<file path="config.mk">
export PLATFORM = sky130hd
export DESIGN_NAME = mp_add_seq_flat
export DESIGN_NICKNAME = d
export VERILOG_FILES = /design/src/rtl/mp_add_seq_if.sv /design/src/rtl/mp_add_seq.sv /design/src/flat_wrapper.sv
export SDC_FILE = /design/constraint.sdc
export NUM_CORES = 1
export LEC_CHECK = 0
export BUFFER_PORTS_ARGS = -buffer_cell sky130_fd_sc_hd__buf_4
export CORE_MARGIN = 2
export CORE_UTILIZATION = 45
export CTS_BUF_LIST = sky130_fd_sc_hd__clkbuf_16
export DETAILED_ROUTE_END_ITERATION = 8
export GPL_TIMING_DRIVEN = 0
export MAX_ROUTING_LAYER = met4
export PLACE_DENSITY_LB_ADDON = 0.05
export SYNTH_ARGS = -nofsm -noshare
export SYNTH_HDL_FRONTEND = slang
export SYNTH_SLANG_ARGS = --single-unit
export TNS_END_PERCENT = 20
</file>
<file path="constraint.sdc">
create_clock -name clk -period 5.78 [get_ports clk]
set_input_delay 1.445 -clock clk [delete_from_list [all_inputs] [get_ports clk]]
set_output_delay 1.445 -clock clk [all_outputs]
set_load 0.1 [all_outputs]
</file>
<file path="src/rtl/mp_add_seq_if.sv">
// mp_add_seq_if
// Operand/result bundle for the multi-precision add sequencer.
//   in_valid/in_ready : operand handshake (a, b, cin, and sub when MP_ADD_SUB_EN)
//   out_valid/out_ready : result handshake (sum, cout)
// Optional feature macro: MP_ADD_SUB_EN adds the sub select signal.
// master: producer/consumer side (testbench or upstream logic)
// slave : sequencer side
interface mp_add_seq_if #(
   parameter int unsigned NBYTES = 4
);
   localparam int unsigned W = 8 * NBYTES;

   logic          in_valid;
   logic          in_ready;
   logic [W-1:0]  a;
   logic [W-1:0]  b;
   logic          cin;
`ifdef MP_ADD_SUB_EN
   logic          sub;
`endif
   logic          out_valid;
   logic          out_ready;
   logic [W-1:0]  sum;
   logic          cout;

   modport master (
`ifdef MP_ADD_SUB_EN
      output sub,
`endif
      output in_valid, a, b, cin, out_ready,
      input  in_ready, out_valid, sum, cout
   );

   modport slave (
`ifdef MP_ADD_SUB_EN
      input  sub,
`endif
      input  in_valid, a, b, cin, out_ready,
      output in_ready, out_valid, sum, cout
   );
endinterface

</file>
<file path="src/rtl/mp_add_seq.sv">
// mp_add_seq
// Multi-precision add sequencer: one 8-bit add-with-carry slice stepped
// LSB-first across NBYTES-byte operands, one byte per clock.
// Ports:
//   clk    : clock, rising edge
//   rst_n  : synchronous active-low reset
//   bus    : mp_add_seq_if.slave (operand handshake in, result handshake out)
// Parameter NBYTES : operand width in bytes, 1..16.
// Optional feature macro: MP_ADD_SUB_EN (subtract select, a - b - cin).
module mp_add_seq #(
   parameter int unsigned NBYTES = 4
) (
   input  logic           clk,
   input  logic           rst_n,
   mp_add_seq_if.slave    bus
);
   localparam int unsigned W    = 8 * NBYTES;
   localparam int unsigned CW   = (NBYTES > 1) ? $clog2(NBYTES) : 1;
   localparam logic [CW-1:0] LAST = CW'(NBYTES - 1);

   typedef enum logic [1:0] {
      S_IDLE = 2'd0,
      S_ADD  = 2'd1,
      S_DONE = 2'd2
   } state_t;

   state_t          r_state, w_state_nxt;
   logic [CW-1:0]   r_cnt, w_cnt_nxt;
   logic            r_carry, w_carry_nxt;
   logic [W-1:0]    r_a, w_a_nxt;
   logic [W-1:0]    r_b, w_b_nxt;
   logic [W-1:0]    r_acc, w_acc_nxt;
   logic [W-1:0]    r_sum, w_sum_nxt;
   logic            r_cout, w_cout_nxt;
   logic            r_in_ready;
   logic            r_out_valid;
`ifdef MP_ADD_SUB_EN
   logic            r_sub, w_sub_nxt;
`endif

   logic [7:0]      w_b_byte;
   logic [8:0]      w_slice;
   logic [W-1:0]    w_acc_shift;

   // B byte into the slice, inverted when subtracting
`ifdef MP_ADD_SUB_EN
   assign w_b_byte = r_b[7:0] ^ {8{r_sub}};
`else
   assign w_b_byte = r_b[7:0];
`endif

   // 8-bit add-with-carry slice
   assign w_slice = 9'(r_a[7:0]) + 9'(w_b_byte) + 9'(r_carry);

   // New sum byte enters from the top so byte 0 lands at the bottom after NBYTES steps
   assign w_acc_shift = (r_acc >> 8) | (W'(w_slice[7:0]) << (W - 8));

   // Next-state and datapath next values
   always_comb begin
      w_state_nxt = r_state;
      w_cnt_nxt   = r_cnt;
      w_carry_nxt = r_carry;
      w_a_nxt     = r_a;
      w_b_nxt     = r_b;
      w_acc_nxt   = r_acc;
      w_sum_nxt   = r_sum;
      w_cout_nxt  = r_cout;
`ifdef MP_ADD_SUB_EN
      w_sub_nxt   = r_sub;
`endif
      case (r_state)
         S_IDLE: begin
            if (bus.in_valid) begin
               w_state_nxt = S_ADD;
               w_a_nxt     = bus.a;
               w_b_nxt     = bus.b;
               w_cnt_nxt   = '0;
`ifdef MP_ADD_SUB_EN
               w_sub_nxt   = bus.sub;
               w_carry_nxt = bus.cin ^ bus.sub;
`else
               w_carry_nxt = bus.cin;
`endif
            end
         end
         S_ADD: begin
            w_a_nxt     = r_a >> 8;
            w_b_nxt     = r_b >> 8;
            w_acc_nxt   = w_acc_shift;
            w_carry_nxt = w_slice[8];
            w_cnt_nxt   = r_cnt + CW'(1);
            if (r_cnt == LAST) begin
               // Publish the result only on the final byte so sum/cout stay put during ADD
               w_state_nxt = S_DONE;
               w_sum_nxt   = w_acc_shift;
               w_cout_nxt  = w_slice[8];
            end
         end
         S_DONE: begin
            if (bus.out_ready) begin
               w_state_nxt = S_IDLE;
            end
         end
         default: begin
            w_state_nxt = S_IDLE;
         end
      endcase
   end

   // State and datapath registers
   always_ff @(posedge clk) begin
      if (!rst_n) begin
         r_state     <= S_IDLE;
         r_cnt       <= '0;
         r_carry     <= 1'b0;
         r_a         <= '0;
         r_b         <= '0;
         r_acc       <= '0;
         r_sum       <= '0;
         r_cout      <= 1'b0;
         r_in_ready  <= 1'b1;
         r_out_valid <= 1'b0;
`ifdef MP_ADD_SUB_EN
         r_sub       <= 1'b0;
`endif
      end else begin
         r_state     <= w_state_nxt;
         r_cnt       <= w_cnt_nxt;
         r_carry     <= w_carry_nxt;
         r_a         <= w_a_nxt;
         r_b         <= w_b_nxt;
         r_acc       <= w_acc_nxt;
         r_sum       <= w_sum_nxt;
         r_cout      <= w_cout_nxt;
         // Handshake flags are registered decodes of the next state
         r_in_ready  <= (w_state_nxt == S_IDLE);
         r_out_valid <= (w_state_nxt == S_DONE);
`ifdef MP_ADD_SUB_EN
         r_sub       <= w_sub_nxt;
`endif
      end
   end

   assign bus.in_ready  = r_in_ready;
   assign bus.out_valid = r_out_valid;
   assign bus.sum       = r_sum;
   assign bus.cout      = r_cout;
endmodule

</file>
<file path="src/flat_wrapper.sv">
// flat-port wrapper written by rule: the top's interface ports become plain ports
module mp_add_seq_flat 
#(
   parameter int unsigned NBYTES = 4
)
  (clk, rst_n, bus_in_valid, bus_a, bus_b, bus_cin, bus_out_ready, bus_in_ready, bus_out_valid, bus_sum, bus_cout);
  mp_add_seq_if #(.NBYTES(NBYTES)) bus_i ();
  input  logic clk;
  input  logic rst_n;
  input wire logic [$bits(bus_i.in_valid)-1:0] bus_in_valid;
  input wire logic [$bits(bus_i.a)-1:0] bus_a;
  input wire logic [$bits(bus_i.b)-1:0] bus_b;
  input wire logic [$bits(bus_i.cin)-1:0] bus_cin;
  input wire logic [$bits(bus_i.out_ready)-1:0] bus_out_ready;
  output wire logic [$bits(bus_i.in_ready)-1:0] bus_in_ready;
  output wire logic [$bits(bus_i.out_valid)-1:0] bus_out_valid;
  output wire logic [$bits(bus_i.sum)-1:0] bus_sum;
  output wire logic [$bits(bus_i.cout)-1:0] bus_cout;
  assign bus_i.in_valid = bus_in_valid;
  assign bus_i.a = bus_a;
  assign bus_i.b = bus_b;
  assign bus_i.cin = bus_cin;
  assign bus_i.out_ready = bus_out_ready;
  assign bus_in_ready = bus_i.in_ready;
  assign bus_out_valid = bus_i.out_valid;
  assign bus_sum = bus_i.sum;
  assign bus_cout = bus_i.cout;
  mp_add_seq #(.NBYTES(NBYTES)) u_core (.clk(clk), .rst_n(rst_n), .bus(bus_i));
endmodule
</file>
======== Word level (Yosys, flattened, before mapping) ========
Index checks and enable logic that the tools add are counted.
storage, ports and cells
  register bits ........................... 136
  latch bits .............................. 0
  bits in writable memories ............... 0
  memory bits (read-only) ................. 0
  bits of input ports ..................... 69
  output and inout bits ................... 35
  word-level logic and storage cells ...... 36
  memories ................................ 0
operators by class
  add/sub/neg operators ................... 3
  multiply operators ...................... 0
  divide/modulo/power cells ............... 0
  order comparisons ....................... 0
  eq/ne operators ......................... 5
  shifts and indexed selects .............. 0
  mux-type cells .......................... 12
  bitwise operators ....................... 1
  reductions and logical operators ........ 5
operator list
  operator               count
  $pmux W32 S2           2
  $mux W32               2
  $or A24 B32 Y32        1
  $add A8 B8 Y9          1
  $add A9 B1 Y9          1
  $mux W2                4
  $eq A2 B2 Y1 const B   3
  $pmux W2 S3            1
  $logic_not A2 Y1       2
  $pmux W2 S2            1
  $reduce_and A2 Y1      2
  $add A2 B1 Y2 const B  1
  $eq A2 B1 Y1 const B   1
  $ne A2 B2 Y1 const B   1
  $pmux W1 S2            1
  $reduce_bool A2 Y1     1
  $mux W1                1

======== Longest topological paths before layout ========
  depth after elaboration ................. 4
  gate-level depth with buffers ........... 8
  gate-level depth less buffers ........... 8

======== Worst setup path after synthesis ========
No wires, ideal clock.
  kind .................................... reg-to-output
  from .................................... register u_core.r_sum[25] (netlist: u_core.bus.sum[25])
  to ...................................... output bus_sum[25]
  arrival time ............................ 0.925 ns
  required time ........................... 4.335 ns
  path slack .............................. 3.410 ns
  stages on the path, launching flop included .. 1
  path buffers ............................ 0
  cells stage by stage .................... dfxtp_1
RTL lines
  element                 line                RTL
  from (decl)             mp_add_seq.sv:33    logic [W-1:0] r_sum, w_sum_nxt;
  from (signal assigned)  mp_add_seq.sv:133   r_sum <= w_sum_nxt;
  to (decl)               flat_wrapper.sv:17  output wire logic [$bits(bus_i.sum)-1:0] bus_sum;
No word-level cell between the ends.

======== Final worst setup path ========
  from .................................... register u_core.r_sum[25] (netlist: u_core.bus.sum[25])
  to ...................................... output bus_sum[25]
No word-level cell between the ends.

==> metrics.md <==
| Metric | Value |
|---|---|
| Number of buffers inserted for hold repair after clock tree synthesis | 0 |
| Core area | 10,750 sq um |
| Leftover overflow at the end of global routing | 0 |
| Fin. max-slew vios | 0 |
| Routed vias | 4,647 |
| Die Y-Extent | roughly 110 um |
| Worst vdd ir | 199.2 uV |
| Top FF cell, synth | sky130_fd_sc_hd__dfxtp_1 |
| # setup viols final | 0 |
| Routability-driven placement congestion ratio | ~0.85 |
| Cell count of the worst hold path | 2 |
| Unrepaired setup endpoints after global routing | false |
| Clock sink total | around 130 |
| Run status | finished, final reports clean |
| Sequential Area | approximately 2600 sq um |
| Detailed-placement wirelength estimate | 9.797 mm |
| Measured slew at the worst slew-check pin | 579.1 ps |
| Combined area of the multi-input logic cells | 2116 sq um |
| Floorplan die area | 11,760 sq um |
| Met3 routed wirelength | 702 um |
| Synth cell types | 36 |
| Fraction of synthesis flops using an asynchronous set or reset pin | 0% |
| First-pass GRT wire length | 21.76 mm |
| Clock insertion delay at the later pin of the skew report | approximately 420 ps |
| # DRC | 0 |
| Areal power density over the cells | 338.0 nW/um^2 |
| Global-route usage over all layers | 24.81% |
| Worst Slack Setup Final | around 3300 ps |
| CTS H-tree lvls | 4 |
| Leakage component of the power | 2.527 nW |
| Family with the most delay on the worst path | flip-flops |
| Count of input and output buffers | around 100 |
| WS Path Type | flop to primary output |
| Adder-cell share of the synthesized area | 2.854% |
| CP Data Required Time | 4340 ps |
| Cell Area, Synth | 4910 sq um |
| Routed Wire Length | between 10 and 15 mm |
| Final setup TNS | 0 ps |
| Dominant combinational cell family by area after synthesis | compound AO/OA/AOI/OAI gates |
| Starting utilization of the core area | between 40% and 50% |
| Portion of the post-synthesis area used by sequential elements | 52.19% |
| Max-cap check violation count | 0 |
| Hold path endpoint | u_core.bus.sum[10] |
| Most used cells in the layout excluding fill and tap cells | 128 x sky130_fd_sc_hd__dfxtp_1, 103 x sky130_fd_sc_hd__buf_4, 102 x sky130_fd_sc_hd__a21oi_1, 101 x sky130_fd_sc_hd__nand2_1, 52 x sky130_fd_sc_hd__o21ai_0 |
| Post-Syn Area per Cell | between 8 and 9 sq um |
| Final core occ | 59.43% |
| Post-place setup slack | 3041 ps |
| Number of global-route vias before repair | about 4,600 |
| Worst path cell trace | buf_4 |
| Layout cell share with drive strength beyond 1 | 22.24% |
| Share of the cycle needed by the critical path after routing | 43.71% |
| Maximum clock path buffer count | 2 |
| Post-synthesis mux area share | 0% |
| Number of fill cells | about 1,000 |
| Slowest cell delay on critical path | 360 ps |
| Upper clock frequency limit | 0.3959 GHz |
| Area growth syn-to-layout | 30.07% |
| Element type at the critical path end | primary output |
| Nets | 782 |
| Number of standard cells in the final layout excluding fillers | about 860 |
| Post-Syn Instances | 581 |
| Vias per std cell | between 5 and 6 |
| Wl on met1 | 5.740 mm |
| Kind of path behind the tightest hold check | flop to flop |
| Buffers inserted by post-CTS timing repair | 0 |
| CTS buffer count | 17 |
| Antenna diode instance count | 0 |
| Number of flops mapped to enable cells by yosys | 0 |
| Routed length on met2 | 6.882 mm |
| Cell type of the slowest stage on the worst timing path | sky130_fd_sc_hd__dfxtp_1 |
| Largest net degree at the start of global routing | 17 |
| Count of antenna-violating nets left after detailed routing | 0 |
| Warnings from Yosys | 0 |
| Syn nets | 660 |
| Cell chosen for the clock root | sky130_fd_sc_hd__clkbuf_16 |
| Relative slew slack | 61.40% |
| Critical path data arrival time | roughly 1100 ps |
| Dpl cells | 824 |
| Synthesized-area fraction occupied by ao, oa, aoi and oai cells | between 20% and 30% |
| CP Launch Type | flop |
| Hold Violations, Final | 0 |
| Simple-gate portion of the synthesized area | 12.31% |
| Worst reg2reg setup slack | 3670 ps |
| Highest metal layer used by the detailed router | met4 |
| Worst flop-to-flop path endpoint | u_core.r_carry |
| Number of top-level pins | 104 |
| Placement row count | 38 |
| Reg-to-reg startpoint | u_core.r_b[0] |
| Post-Route Skew | approximately 9.4 ps |
| Most frequent standard cell in the layout excluding fill and tap cells | sky130_fd_sc_hd__dfxtp_1 |
| Avg WL per Cell | 15.97 um |
| Drt pass-1 iters | 5 |
| Number of antenna violations at the first check in global routing | 0 |
| Cts repair resizes | 0 |
| Clock-pin slew reported for the worst setup and hold paths after clock tree synthesis | 50 ps |
| DR iter-0 viols | 262 |
| Worst min-delay path startpoint | u_core.bus.sum[10] |
| Share of the synthesized netlist area taken by xor and xnor gates | 0.7136% |
| Post-layout minimum cycle time | 2526 ps |
| Overall power consumption | 2.158 mW |
| Number of buffers and inverters on the critical path | 1 |
| Total of flip-flops plus latches after synthesis | 128 |
| Worst-path fanout max | 2 |
| TritonCTS clock tree | built |
| Width of the die | about 110 um |
| Depth of the worst register-to-register path | 8 |
==> synthesized netlist by cell type, types with 4 or more instances <==
| cell | instances | area, sq um |
|---|---|---|
| sky130_fd_sc_hd__ha_1 | 8 | 100.1 |
| sky130_fd_sc_hd__clkbuf_1 | 25 | 93.84 |
| sky130_fd_sc_hd__buf_2 | 19 | 95.09 |
| sky130_fd_sc_hd__dfxtp_1 | 128 | 2562 |
| sky130_fd_sc_hd__o21ai_0 | 52 | 260.3 |
| sky130_fd_sc_hd__xnor2_1 | 4 | 35.03 |
| sky130_fd_sc_hd__nor2_1 | 24 | 90.09 |
| sky130_fd_sc_hd__o21ai_1 | 5 | 25.02 |
| sky130_fd_sc_hd__nand2_1 | 101 | 379.1 |
| sky130_fd_sc_hd__o22ai_1 | 49 | 306.5 |
| sky130_fd_sc_hd__a211oi_1 | 4 | 30.03 |
| sky130_fd_sc_hd__nand3_1 | 6 | 30.03 |
| sky130_fd_sc_hd__a21oi_1 | 102 | 510.5 |
| sky130_fd_sc_hd__a22oi_1 | 18 | 135.1 |
==> layout make-up <==
type / count / share of cell area [%]
sequential: 128 / 40.13
tap: 140 / 2.743
inverter: 6 / 0.3527
clock buffer: 17 / 6.661
buffer: 47 / 3.272
timing repair buffer: 103 / 12.11
clock inverter: 14 / 1.607
multi-input combinational: 400 / 33.13
==> power breakdown <==
group          switching [mW]  internal (mW)
logic                   0.134          0.103
clock network           0.383          0.578
registers              0.0297          0.930
total                   0.547           1.61
==> metal layers <==
layer  track usage, %  vias to the layer above
li1                 -                     2300
met5                -                        -
met2            41.52                      157
met4            9.799                        0
met1            28.74                     2162
met3            5.847                       28
==> stage by stage <==
step / hold WS, ps / cell area [sq um]
after floorplan: 432.1 / 4910
after global placement: 444.8 / 5858
after detailed placement: 447.4 / 5858
after CTS: 455.4 / 6386
after global routing: 471.3 / 6386
final: 453.4 / 6386
==> worst register-to-register path: cells and delay by family (launching register included) <==
kind / cells / cell delay, ps
AO/OA/AOI/OAI: 3 / 590
AND/OR/NAND/NOR: 2 / 320
flip-flops: 1 / 330
adder cells (fa/ha/maj): 2 / 660
buffers and inverters: 1 / 90
==> sequential cells by signal, indices dropped and copies added (netlist names) <==
register and count:
u_core.r_acc 24, u_core.r_b 32, u_core.r_cnt 2, u_core.bus.in_ready 1
u_core.r_carry 1, u_core.r_a 32, u_core.bus.out_valid 1, u_core.bus.sum 32
u_core.bus.cout 1, u_core.r_state 2
==> worst max path at each step <==
stage | to | cells past startpoint | startpoint | slack (ps)
final | bus_sum[25] | 1 | u_core.bus.sum[25] | 3250
after global routing | bus_sum[8] | 1 | u_core.bus.sum[8] | 3230
after CTS | bus_sum[8] | 1 | u_core.bus.sum[8] | 3250
after detailed placement | u_core.r_b[22] | 5 | rst_n | 3040
after global placement | u_core.r_b[22] | 5 | rst_n | 3080
after floorplan | bus_sum[25] | 0 | u_core.bus.sum[25] | 3410
==> logic make-up after synthesis <==
kind of cell / count (synthesis)
compound gates: 239
xor+xnor: 4
fa+ha+maj: 10
buf+inv: 53
flops: 128
simple gates: 147
No activity file was read; power rests on OpenSTA's default activity.
